==> config.mk <==
export PLATFORM = sky130hd
export DESIGN_NAME = mem_access_unit_flat
export DESIGN_NICKNAME = d
export VERILOG_FILES = /design/src/rtl/mem_access_unit_if.sv /design/src/rtl/mem_access_unit.sv /design/src/flat_wrapper.sv
export SDC_FILE = /design/constraint.sdc
export NUM_CORES = 1
export LEC_CHECK = 0
export CAP_MARGIN = 5
export CORE_UTILIZATION = 55
export CTS_CLUSTER_SIZE = 16
export DETAILED_ROUTE_END_ITERATION = 8
export DONT_BUFFER_PORTS = 1
export GPL_TIMING_DRIVEN = 0
export PLACE_DENSITY_LB_ADDON = 0.12
export SLEW_MARGIN = 20
export SYNTH_ARGS = -nofsm -noshare
export SYNTH_HDL_FRONTEND = slang
export SYNTH_SLANG_ARGS = --single-unit
==> constraint.sdc <==
create_clock -name clk -period 6.7 [get_ports clk]
set_input_delay 2.01 -clock clk [delete_from_list [all_inputs] [get_ports clk]]
set_output_delay 2.01 -clock clk [all_outputs]
set_load 0.02 [all_outputs]
==> src/rtl/mem_access_unit_if.sv <==
// Bundle between EX, the memory-access stage, the data bus and WB.
// The master side is the memory-access stage; the slave side is its environment.
interface mem_access_unit_if #(
  parameter int unsigned ADDR_W = 32,
  parameter int unsigned REG_AW = 5
);
  logic              valid_i;
  logic              memRr_i;
  logic              memWr_i;
  logic [1:0]        size_i;
  logic              unsigned_i;
  logic [ADDR_W-1:0] memAddr_i;
  logic [31:0]       memData_i;
  logic [31:0]       regcData_i;
  logic [REG_AW-1:0] regcAddr_i;
  logic              regcWr_i;
  logic              stall_o;
  logic              memCe;
  logic              memWr;
  logic [ADDR_W-1:0] memAddr;
  logic [31:0]       wtData;
  logic [3:0]        w_mask;
  logic [3:0]        r_mask;
  logic              memRdy_i;
  logic [31:0]       rdData_i;
  logic [31:0]       regData;
  logic [REG_AW-1:0] regAddr;
  logic              regWr;
  logic              wb_valid;
  logic              misalign_o;
  logic              bus_err_o;

  modport master (
    input  valid_i, memRr_i, memWr_i, size_i, unsigned_i, memAddr_i, memData_i,
           regcData_i, regcAddr_i, regcWr_i, memRdy_i, rdData_i,
    output stall_o, memCe, memWr, memAddr, wtData, w_mask, r_mask,
           regData, regAddr, regWr, wb_valid, misalign_o, bus_err_o
  );

  modport slave (
    output valid_i, memRr_i, memWr_i, size_i, unsigned_i, memAddr_i, memData_i,
           regcData_i, regcAddr_i, regcWr_i, memRdy_i, rdData_i,
    input  stall_o, memCe, memWr, memAddr, wtData, w_mask, r_mask,
           regData, regAddr, regWr, wb_valid, misalign_o, bus_err_o
  );
endinterface

==> src/rtl/mem_access_unit.sv <==
// Memory-access stage: sized, lane-steered bus access with stall, misalignment
// detection and bus timeout; emits one registered writeback bundle per instruction.
module mem_access_unit #(
  parameter int unsigned ADDR_W   = 32,
  parameter int unsigned REG_AW   = 5,
  parameter int unsigned MAX_WAIT = 16,
  parameter int unsigned CNT_W    = 5
) (
  input logic            clk,
  input logic            rst,
  mem_access_unit_if.master bus
);

  localparam logic [CNT_W-1:0] TO_LAST = CNT_W'((MAX_WAIT == 0) ? 0 : MAX_WAIT - 1);

  typedef enum logic {IDLE, BUSY} state_e;

  state_e            state_q;
  logic [CNT_W-1:0]  cnt_q;
  logic [1:0]        lo_q;
  logic [1:0]        size_q;
  logic              uns_q;
  logic              load_q;
  logic              cwr_q;
  logic [REG_AW-1:0] raddr_q;

  logic              mem_ce_q, mem_wr_q;
  logic [ADDR_W-1:0] mem_addr_q;
  logic [31:0]       wt_data_q;
  logic [3:0]        w_mask_q, r_mask_q;
  logic [31:0]       reg_data_q;
  logic [REG_AW-1:0] reg_addr_q;
  logic              reg_wr_q, wb_valid_q, misalign_q, bus_err_q;

  logic        busy, access, misal, start, timeout;
  logic [3:0]  mask_d;
  logic [31:0] wt_data_d, reg_data_d;
  logic [7:0]  ld_b;
  logic [15:0] ld_h;

  assign busy    = (state_q == BUSY);
  assign access  = bus.memRr_i | bus.memWr_i;
  assign misal   = ((bus.size_i == 2'b01) & bus.memAddr_i[0]) |
                   (bus.size_i[1] & (|bus.memAddr_i[1:0]));
  assign start   = ~busy & bus.valid_i & access & ~misal;
  assign timeout = (MAX_WAIT != 0) && (cnt_q == TO_LAST);

  // Reset forces stall low at once, independent of the clock.
  assign bus.stall_o = ~rst & (start | (busy & ~bus.memRdy_i & ~timeout));

  // Byte-lane mask and replicated store data for the incoming request.
  always_comb begin
    mask_d    = 4'b1111;
    wt_data_d = bus.memData_i;
    case (bus.size_i)
      2'b00: begin
        mask_d    = 4'b0001 << bus.memAddr_i[1:0];
        wt_data_d = {4{bus.memData_i[7:0]}};
      end
      2'b01: begin
        mask_d    = bus.memAddr_i[1] ? 4'b1100 : 4'b0011;
        wt_data_d = {2{bus.memData_i[15:0]}};
      end
      default: ;
    endcase
  end

  // Lane select and extension of the returned word using the latched request.
  always_comb begin
    ld_b       = bus.rdData_i[{lo_q, 3'b000} +: 8];
    ld_h       = lo_q[1] ? bus.rdData_i[31:16] : bus.rdData_i[15:0];
    reg_data_d = bus.rdData_i;
    case (size_q)
      2'b00:   reg_data_d = {{24{~uns_q & ld_b[7]}}, ld_b};
      2'b01:   reg_data_d = {{16{~uns_q & ld_h[15]}}, ld_h};
      default: ;
    endcase
  end

  always_ff @(posedge clk or posedge rst) begin
    if (rst) begin
      state_q    <= IDLE;
      cnt_q      <= '0;
      lo_q       <= '0;
      size_q     <= '0;
      uns_q      <= 1'b0;
      load_q     <= 1'b0;
      cwr_q      <= 1'b0;
      raddr_q    <= '0;
      mem_ce_q   <= 1'b0;
      mem_wr_q   <= 1'b0;
      mem_addr_q <= '0;
      wt_data_q  <= '0;
      w_mask_q   <= '0;
      r_mask_q   <= '0;
      reg_data_q <= '0;
      reg_addr_q <= '0;
      reg_wr_q   <= 1'b0;
      wb_valid_q <= 1'b0;
      misalign_q <= 1'b0;
      bus_err_q  <= 1'b0;
    end else begin
      wb_valid_q <= 1'b0;
      misalign_q <= 1'b0;
      bus_err_q  <= 1'b0;
      if (state_q == IDLE) begin
        if (bus.valid_i) begin
          if (!access) begin
            reg_data_q <= bus.regcData_i;
            reg_addr_q <= bus.regcAddr_i;
            reg_wr_q   <= bus.regcWr_i;
            wb_valid_q <= 1'b1;
          end else if (misal) begin
            reg_addr_q <= bus.regcAddr_i;
            reg_wr_q   <= 1'b0;
            misalign_q <= 1'b1;
            wb_valid_q <= 1'b1;
          end else begin
            state_q    <= BUSY;
            cnt_q      <= '0;
            lo_q       <= bus.memAddr_i[1:0];
            size_q     <= bus.size_i;
            uns_q      <= bus.unsigned_i;
            load_q     <= ~bus.memWr_i;
            cwr_q      <= bus.regcWr_i;
            raddr_q    <= bus.regcAddr_i;
            mem_ce_q   <= 1'b1;
            mem_wr_q   <= bus.memWr_i;
            mem_addr_q <= {bus.memAddr_i[ADDR_W-1:2], 2'b00};
            wt_data_q  <= wt_data_d;
            w_mask_q   <= bus.memWr_i ? mask_d : 4'b0000;
            r_mask_q   <= bus.memWr_i ? 4'b0000 : mask_d;
          end
        end
      end else begin
        // A ready in the timeout cycle still completes normally.
        if (bus.memRdy_i || timeout) begin
          state_q    <= IDLE;
          mem_ce_q   <= 1'b0;
          mem_wr_q   <= 1'b0;
          w_mask_q   <= '0;
          r_mask_q   <= '0;
          reg_addr_q <= raddr_q;
          wb_valid_q <= 1'b1;
          if (bus.memRdy_i) begin
            reg_wr_q <= load_q & cwr_q;
            if (load_q) reg_data_q <= reg_data_d;
          end else begin
            reg_wr_q  <= 1'b0;
            bus_err_q <= 1'b1;
          end
        end else begin
          cnt_q <= cnt_q + CNT_W'(1);
        end
      end
    end
  end

  assign bus.memCe      = mem_ce_q;
  assign bus.memWr      = mem_wr_q;
  assign bus.memAddr    = mem_addr_q;
  assign bus.wtData     = wt_data_q;
  assign bus.w_mask     = w_mask_q;
  assign bus.r_mask     = r_mask_q;
  assign bus.regData    = reg_data_q;
  assign bus.regAddr    = reg_addr_q;
  assign bus.regWr      = reg_wr_q;
  assign bus.wb_valid   = wb_valid_q;
  assign bus.misalign_o = misalign_q;
  assign bus.bus_err_o  = bus_err_q;

endmodule
==> src/flat_wrapper.sv <==
// flat-port wrapper written by rule: the top's interface ports become plain ports
module mem_access_unit_flat 
#(
  parameter int unsigned ADDR_W   = 32,
  parameter int unsigned REG_AW   = 5,
  parameter int unsigned MAX_WAIT = 16,
  parameter int unsigned CNT_W    = 5
)
  (clk, rst, bus_valid_i, bus_memRr_i, bus_memWr_i, bus_size_i, bus_unsigned_i, bus_memAddr_i, bus_memData_i, bus_regcData_i, bus_regcAddr_i, bus_regcWr_i, bus_memRdy_i, bus_rdData_i, bus_stall_o, bus_memCe, bus_memWr, bus_memAddr, bus_wtData, bus_w_mask, bus_r_mask, bus_regData, bus_regAddr, bus_regWr, bus_wb_valid, bus_misalign_o, bus_bus_err_o);
  mem_access_unit_if #(.ADDR_W(ADDR_W), .REG_AW(REG_AW)) bus_i ();
  input logic clk;
  input logic rst;
  input wire logic [$bits(bus_i.valid_i)-1:0] bus_valid_i;
  input wire logic [$bits(bus_i.memRr_i)-1:0] bus_memRr_i;
  input wire logic [$bits(bus_i.memWr_i)-1:0] bus_memWr_i;
  input wire logic [$bits(bus_i.size_i)-1:0] bus_size_i;
  input wire logic [$bits(bus_i.unsigned_i)-1:0] bus_unsigned_i;
  input wire logic [$bits(bus_i.memAddr_i)-1:0] bus_memAddr_i;
  input wire logic [$bits(bus_i.memData_i)-1:0] bus_memData_i;
  input wire logic [$bits(bus_i.regcData_i)-1:0] bus_regcData_i;
  input wire logic [$bits(bus_i.regcAddr_i)-1:0] bus_regcAddr_i;
  input wire logic [$bits(bus_i.regcWr_i)-1:0] bus_regcWr_i;
  input wire logic [$bits(bus_i.memRdy_i)-1:0] bus_memRdy_i;
  input wire logic [$bits(bus_i.rdData_i)-1:0] bus_rdData_i;
  output wire logic [$bits(bus_i.stall_o)-1:0] bus_stall_o;
  output wire logic [$bits(bus_i.memCe)-1:0] bus_memCe;
  output wire logic [$bits(bus_i.memWr)-1:0] bus_memWr;
  output wire logic [$bits(bus_i.memAddr)-1:0] bus_memAddr;
  output wire logic [$bits(bus_i.wtData)-1:0] bus_wtData;
  output wire logic [$bits(bus_i.w_mask)-1:0] bus_w_mask;
  output wire logic [$bits(bus_i.r_mask)-1:0] bus_r_mask;
  output wire logic [$bits(bus_i.regData)-1:0] bus_regData;
  output wire logic [$bits(bus_i.regAddr)-1:0] bus_regAddr;
  output wire logic [$bits(bus_i.regWr)-1:0] bus_regWr;
  output wire logic [$bits(bus_i.wb_valid)-1:0] bus_wb_valid;
  output wire logic [$bits(bus_i.misalign_o)-1:0] bus_misalign_o;
  output wire logic [$bits(bus_i.bus_err_o)-1:0] bus_bus_err_o;
  assign bus_i.valid_i = bus_valid_i;
  assign bus_i.memRr_i = bus_memRr_i;
  assign bus_i.memWr_i = bus_memWr_i;
  assign bus_i.size_i = bus_size_i;
  assign bus_i.unsigned_i = bus_unsigned_i;
  assign bus_i.memAddr_i = bus_memAddr_i;
  assign bus_i.memData_i = bus_memData_i;
  assign bus_i.regcData_i = bus_regcData_i;
  assign bus_i.regcAddr_i = bus_regcAddr_i;
  assign bus_i.regcWr_i = bus_regcWr_i;
  assign bus_i.memRdy_i = bus_memRdy_i;
  assign bus_i.rdData_i = bus_rdData_i;
  assign bus_stall_o = bus_i.stall_o;
  assign bus_memCe = bus_i.memCe;
  assign bus_memWr = bus_i.memWr;
  assign bus_memAddr = bus_i.memAddr;
  assign bus_wtData = bus_i.wtData;
  assign bus_w_mask = bus_i.w_mask;
  assign bus_r_mask = bus_i.r_mask;
  assign bus_regData = bus_i.regData;
  assign bus_regAddr = bus_i.regAddr;
  assign bus_regWr = bus_i.regWr;
  assign bus_wb_valid = bus_i.wb_valid;
  assign bus_misalign_o = bus_i.misalign_o;
  assign bus_bus_err_o = bus_i.bus_err_o;
  mem_access_unit #(.ADDR_W(ADDR_W), .REG_AW(REG_AW), .MAX_WAIT(MAX_WAIT), .CNT_W(CNT_W)) u_core (.clk(clk), .rst(rst), .bus(bus_i));
endmodule
### Yosys cells after proc, flatten, opt, wreduce, memory -nomap -nowiden

Index checks and enable logic that the tools add are counted.

| word-level totals | value |
|---|---|
| output and inout bits | 116 |
| bits in registers | 131 |

| cells by class | value |
|---|---|
| bitwise gates (word level) | 21 |
| muxes and demuxes | 63 |
| add/subtract/negate cells | 1 |
| equality and inequality tests | 10 |
| reductions and logical operators | 11 |
| shifts and indexed selects | 2 |

Operator list:

| operator | count |
|---|---|
| 32-bit two-way mux | 6 |
| 32-bit one-hot mux with 2 select lines | 2 |
| 5-bit two-way mux | 10 |
| 4-bit two-way mux | 12 |
| 32-bit by 6-bit indexed part select with 8-bit output | 1 |
| 1-bit two-way mux | 31 |
| 16-bit two-way mux | 1 |
| 4-bit AND reduction | 3 |
| 1-bit bitwise AND | 11 |
| 2-bit != test, second input constant | 4 |
| 4-bit one-hot mux with 2 select lines | 1 |
| 1-bit inverter | 7 |
| 5-bit by 1-bit adder with 5-bit output, second input constant | 1 |
| 5-bit by 4-bit == test with 1-bit output, second input constant | 1 |
| 5-bit AND reduction | 1 |
| 2-bit by 1-bit == test with 1-bit output, second input constant | 2 |
| 2-bit zero test | 2 |
| 2-bit by 1-bit != test with 1-bit output, second input constant | 2 |
| 2-bit nonzero test | 2 |
| 1-bit by 2-bit << shifter with 4-bit output, first input constant | 1 |
| 3-bit by 2-bit != test with 1-bit output, second input constant | 1 |
| 1-bit OR | 3 |
| 3-bit AND reduction | 1 |
| 2-bit OR reduction | 1 |
| 1-bit logical OR | 1 |

### Longest topological paths before layout

Gate-level depths: netlist of run 1.

| logic depth | value |
|---|---|
| depth in word-level cells | 7 |
| mapped depth | 8 |

### Worst setup path before layout of run 1

OpenSTA, ideal clock, no wires.

| timing path | value |
|---|---|
| path type | input -> output |
| start | input port bus_size_i[1] |
| end | output port bus_stall_o |
| stages | 6 |
| data required time | 4.690 ns |
| data arrival time | 3.207 ns |
| buffers on the path | 3 |
| slack | 1.483 ns |
| cell sequence | buf_2 -> o21ai_1 -> nand4_1 -> buf_2 -> clkbuf_1 -> a21oi_1 |

| on the way | value |
|---|---|
| word-level cells in the longest chain between the ends | 7 |
| elaborated cells between the ends (all ways) | 8 |
| classes of those cells | eq/ne: 1; bitwise: 7 |

RTL lines:

| what | RTL line | source |
|---|---|---|
| start: declaration | flat_wrapper.sv:16 | `input wire logic [$bits(bus_i.size_i)-1:0] bus_size_i;` |
| 2-bit by 1-bit == test with 1-bit output | mem_access_unit.sv:43 | `assign misal = ((bus.size_i == 2'b01) & bus.memAddr_i[0]) \|` |
| 1-bit bitwise AND | mem_access_unit.sv:43 |  |
| 1-bit OR (*) | mem_access_unit.sv:43 |  |
| 1-bit inverter (no line) (*) | -- |  |
| 1-bit bitwise AND (*) | mem_access_unit.sv:45 | `assign start = ~busy & bus.valid_i & access & ~misal;` |
| 1-bit OR (*) | mem_access_unit.sv:49 | `assign bus.stall_o = ~rst & (start \| (busy & ~bus.memRdy_i & ~timeout));` |
| 1-bit bitwise AND (*) | mem_access_unit.sv:49 |  |
| end: declaration | flat_wrapper.sv:25 | `output wire logic [$bits(bus_i.stall_o)-1:0] bus_stall_o;` |

Every way passes the cells marked *; elsewhere a longest branch is shown, timed or not.

### Worst setup path in the final report of run 1

Ends and elaborated chain as after synthesis.

==> results of run 1 <==
power groups by stage:
stage / clock network (mW) / logic [mW] / registers, mW
floorplan: 0 / 0.369 / 1.39
global placement: 0 / 0.435 / 1.44
detailed placement: 0 / 0.460 / 1.45
CTS: 0.934 / 0.461 / 1.44
global route: 0.966 / 0.517 / 1.46
finish: 0.923 / 0.459 / 1.43
critical path, stage by stage:
cell and delay [ps]:
buf_2 160, o21ai_1 270, nand4_1 160, buf_2 210, clkbuf_1 310, a21oi_1 470
cell type report:
cell class	instances	area (sq um)
buffer	42	191
clock buffer	21	459
clock inverter	10	131
fill	885	3920
inverter	6	30.0
multi-input combinational	388	2680
sequential	131	3280
tap	140	175
timing repair buffer	1	27.5
synthesized netlist by cell type (3+ instances only):
library cell / instances / share of area
and3_1: 8 / 0.0081
mux2i_1: 31 / 0.050
nor2_1: 43 / 0.026
buf_2: 15 / 0.012
nand3_1: 11 / 0.0089
a21o_1: 8 / 0.0097
nor2b_1: 6 / 0.0061
clkbuf_1: 22 / 0.013
nand2b_1: 11 / 0.011
a21oi_1: 20 / 0.016
and2_1: 3 / 0.0030
dfrtp_1: 131 / 0.53
o21bai_1: 7 / 0.0085
a221oi_1: 16 / 0.023
o21ai_2: 10 / 0.014
o31ai_1: 4 / 0.0049
inv_1: 5 / 0.0030
o22ai_1: 8 / 0.0081
o21ai_0: 11 / 0.0089
nor3b_1: 3 / 0.0037
a22oi_1: 9 / 0.011
o21a_1: 6 / 0.0073
a211oi_1: 9 / 0.011
o22a_1: 5 / 0.0071
mux2_1: 49 / 0.090
nand2_1: 43 / 0.026
o21ai_1: 39 / 0.032
state kept, by name (all words and copies together) (netlist names), 4 cells and up:
| register | cells |
|---|---|
| u_core.bus.regData | 32 |
| u_core.bus.wtData | 32 |
| u_core.bus.memAddr | 30 |
| u_core.bus.regAddr | 5 |
| u_core.cnt_q | 5 |
| u_core.raddr_q | 5 |
| u_core.bus.r_mask | 4 |
| u_core.bus.w_mask | 4 |
per-stage QoR:
step / utilization / cells / power, mW / setup WS (ps)
finish: 0.640 / 739 / 2.82 / 1100
global placement: 0.583 / 707 / 1.87 / -44.3
floorplan: - / 567 / 1.76 / 1190
detailed placement: 0.586 / 708 / 1.91 / 1090
global route: 0.640 / 739 / 2.95 / 970
CTS: 0.640 / 739 / 2.83 / 1090
path summary, 6_finish.rpt:
| path | startpoint | endpoint | slack [ps] | depth (start not counted) |
|---|---|---|---|---|
| worst max-delay path | bus_size_i[1] | bus_stall_o | 1100 | 6 |
| worst min-delay path | u_core.raddr_q[2] | u_core.raddr_q[2] | 490 | 1 |
| worst max register to register | u_core.cnt_q[0] | u_core.bus.r_mask[1] | 4250 | 7 |
| worst min register to register | u_core.raddr_q[2] | u_core.raddr_q[2] | 490 | 1 |
| max in group asynchronous | rst | u_core.bus.regData[13] | 4640 | 2 |
| min in group asynchronous | rst | u_core.bus.memAddr[8] | 1300 | 1 |
logic make-up after synthesis:
logic type	count (synthesis)	synth area share
fa+ha+maj	2	0.00406
xor+xnor	2	0.00284
mux	82	0.145
compound gates	161	0.175
flops	131	0.532
buf+inv	48	0.0347
simple gates	139	0.106
other cells	1	0.000608
metal layers:
metal  global-route usage  wire, um
met2                0.463      7990
met5                    0         0
met3                0.113      1690
met1                0.334      6350
met4                0.114       314
==> metrics.md, run 1 <==
| Metric | Value |
|---|---|
| I/O pin cnt | `259` |
| Root buf cell | `clkbuf_8` |
| H-tree depth | `4` |
| Inserted Diodes | `0` |
| Seq cells post-synth | `131` |
| Slew @ Worst Pin | `778 ps` |
| HP Class | `reg2reg` |
| Share of cells above drive strength 1 | `0.114` |
| DRT iter0 DRCs | `360` |
| Hold_buf cts | `0` |
| Skew-Pair Late Insertion Delay | `520 ps` |
| Die height | `108 um` |
| Hold slack | `495 ps` |
| Placer Congestion | `0.862` |
| Max-cap check violation count | `0` |
| Post-synth EDFFs | `0` |
| Leak | `3.13 nW` |
| Net Sw Frac | `0.356` |
| Setup Skew | `9.57 ps` |
| Core Area | `10,900 sq um` |
| Max Slew Vio Count | `0` |
| # resized after CTS | `0` |
| Slew margin rel. | `0.478` |
| Flop pwr share | `0.509` |
| Seq/Total Area, Yosys | `0.532` |
| Min Clock Period, post-route | `5600 ps` |
| Finished Cell Area | `6970 sq um` |
| Netlist cell types | `53` |
| Commonest cells after routing, fill and taps aside | `131 x dfrtp_1, 49 x mux2_1, 43 x nand2_1, 43 x nor2_1, 39 x o21ai_1` |
| GRT overflow | `0` |
| Hold Fails Final Rpt | `0` |
| Warnings from Yosys | `0` |
| WP data arrival | `3590 ps` |
| DIE AREA | `11,600 sq um` |
| Final worst path period share | `0.836` |
| Post-DR vias/cell | `6.17` |
| Initial antenna violation count | `0` |
| Net switching power | `1.00 mW` |
| Status | `complete, no violations` |
| Post-detail-place hpwl | `12,200 um` |
| Clk pwr share | `0.328` |
| Worst-path clk slew | `60 ps` |
| Drt total wl | `16,300 um` |
| Post-synth ARST share | `1.00` |
| Via count | `4,561` |
| Die W | `108 um` |
| Maximum vdd drop | `238 uV` |
| CTS Buf Count | `17` |
| Worst setup SP type | `input pin` |
| PortBufs | `0` |
| Layout Nets | `732` |
| Syn Inst Count | `566` |
| TritonCTS clock tree | `done` |
| Setup crit end kind | `output pin` |
| CP Data Required Time | `4690 ps` |
| Initial Utilization | `0.566` |
| Placed cell area | `6380 sq um` |
| Most common cell after layout, fill and taps aside | `dfrtp_1` |
| Post-CTS setup buffer count | `0` |
| Area Growth Syn to Fin | `13.1%` |
| Setup TNS | `0 ps` |
| Largest net degree at the start of global routing | `97` |
| Total clock sinks | `131` |
| Longest Clk Path Bufs | `2` |
| Overall Global Routing Usage | `0.284` |
| Power Dens Cells | `404 nW/um^2` |
| Crit path kind | `in2out` |
| First-pass GRT wire length | `24,500 um` |
| Routed wire per std cell | `22.1 um` |
| Row Count | `38` |
| Comb power frac | `0.163` |
| Most used DFF post-synth | `dfrtp_1` |
| Drt drc | `0` |
| Highest clock rate | `0.179 GHz` |
| Mean Syn Cell Area | `10.9 sq um` |
| Antenna Nets Post-Route | `0` |
| Pre-antenna DRT Iters | `4` |
| CP Max Fanout | `10` |
| RSZ-0062 raised after global routing | `false` |
| Setup violations, final | `0` |
| Pint | `1.81 mW` |
| Post-Syn Area | `6160 sq um` |
| Vias in the first global route | `4,650` |
No activity file was read; power rests on OpenSTA's default activity.
==> inputs of run 2 (changes only) <==
==> constraint.sdc (replaced) <==
create_clock -name clk -period 5.3 [get_ports clk]
set_input_delay 1.59 -clock clk [delete_from_list [all_inputs] [get_ports clk]]
set_output_delay 1.59 -clock clk [all_outputs]
set_load 0.02 [all_outputs]
==> results of run 2 <==
The final DEF is identical to that of run 1. Status: complete, no violations.
Main changes from that run: setup slack after placement 1090 ps -> 531 ps; setup slack after layout 1100 ps -> 541 ps; register-to-register setup slack 4250 ps -> 2850 ps; total power 2.82 mW -> 3.56 mW; worst IR drop on VDD 238 uV -> 301 uV
==> inputs of run 3 (changes only) <==
--- a/config.mk
+++ b/config.mk
@@ -7,6 +7,7 @@
 export LEC_CHECK = 0
 export CAP_MARGIN = 5
 export CORE_UTILIZATION = 55
+export CTS_CLUSTER_DIAMETER = 150
 export CTS_CLUSTER_SIZE = 16
 export DETAILED_ROUTE_END_ITERATION = 8
 export DONT_BUFFER_PORTS = 1
==> results of run 3 <==
The final DEF is identical to that of run 1. Status: complete, no violations.
Main changes from that run: setup slack after placement 1090 ps -> 531 ps; setup slack after layout 1100 ps -> 541 ps; register-to-register setup slack 4250 ps -> 2850 ps; total power 2.82 mW -> 3.56 mW; worst IR drop on VDD 238 uV -> 301 uV
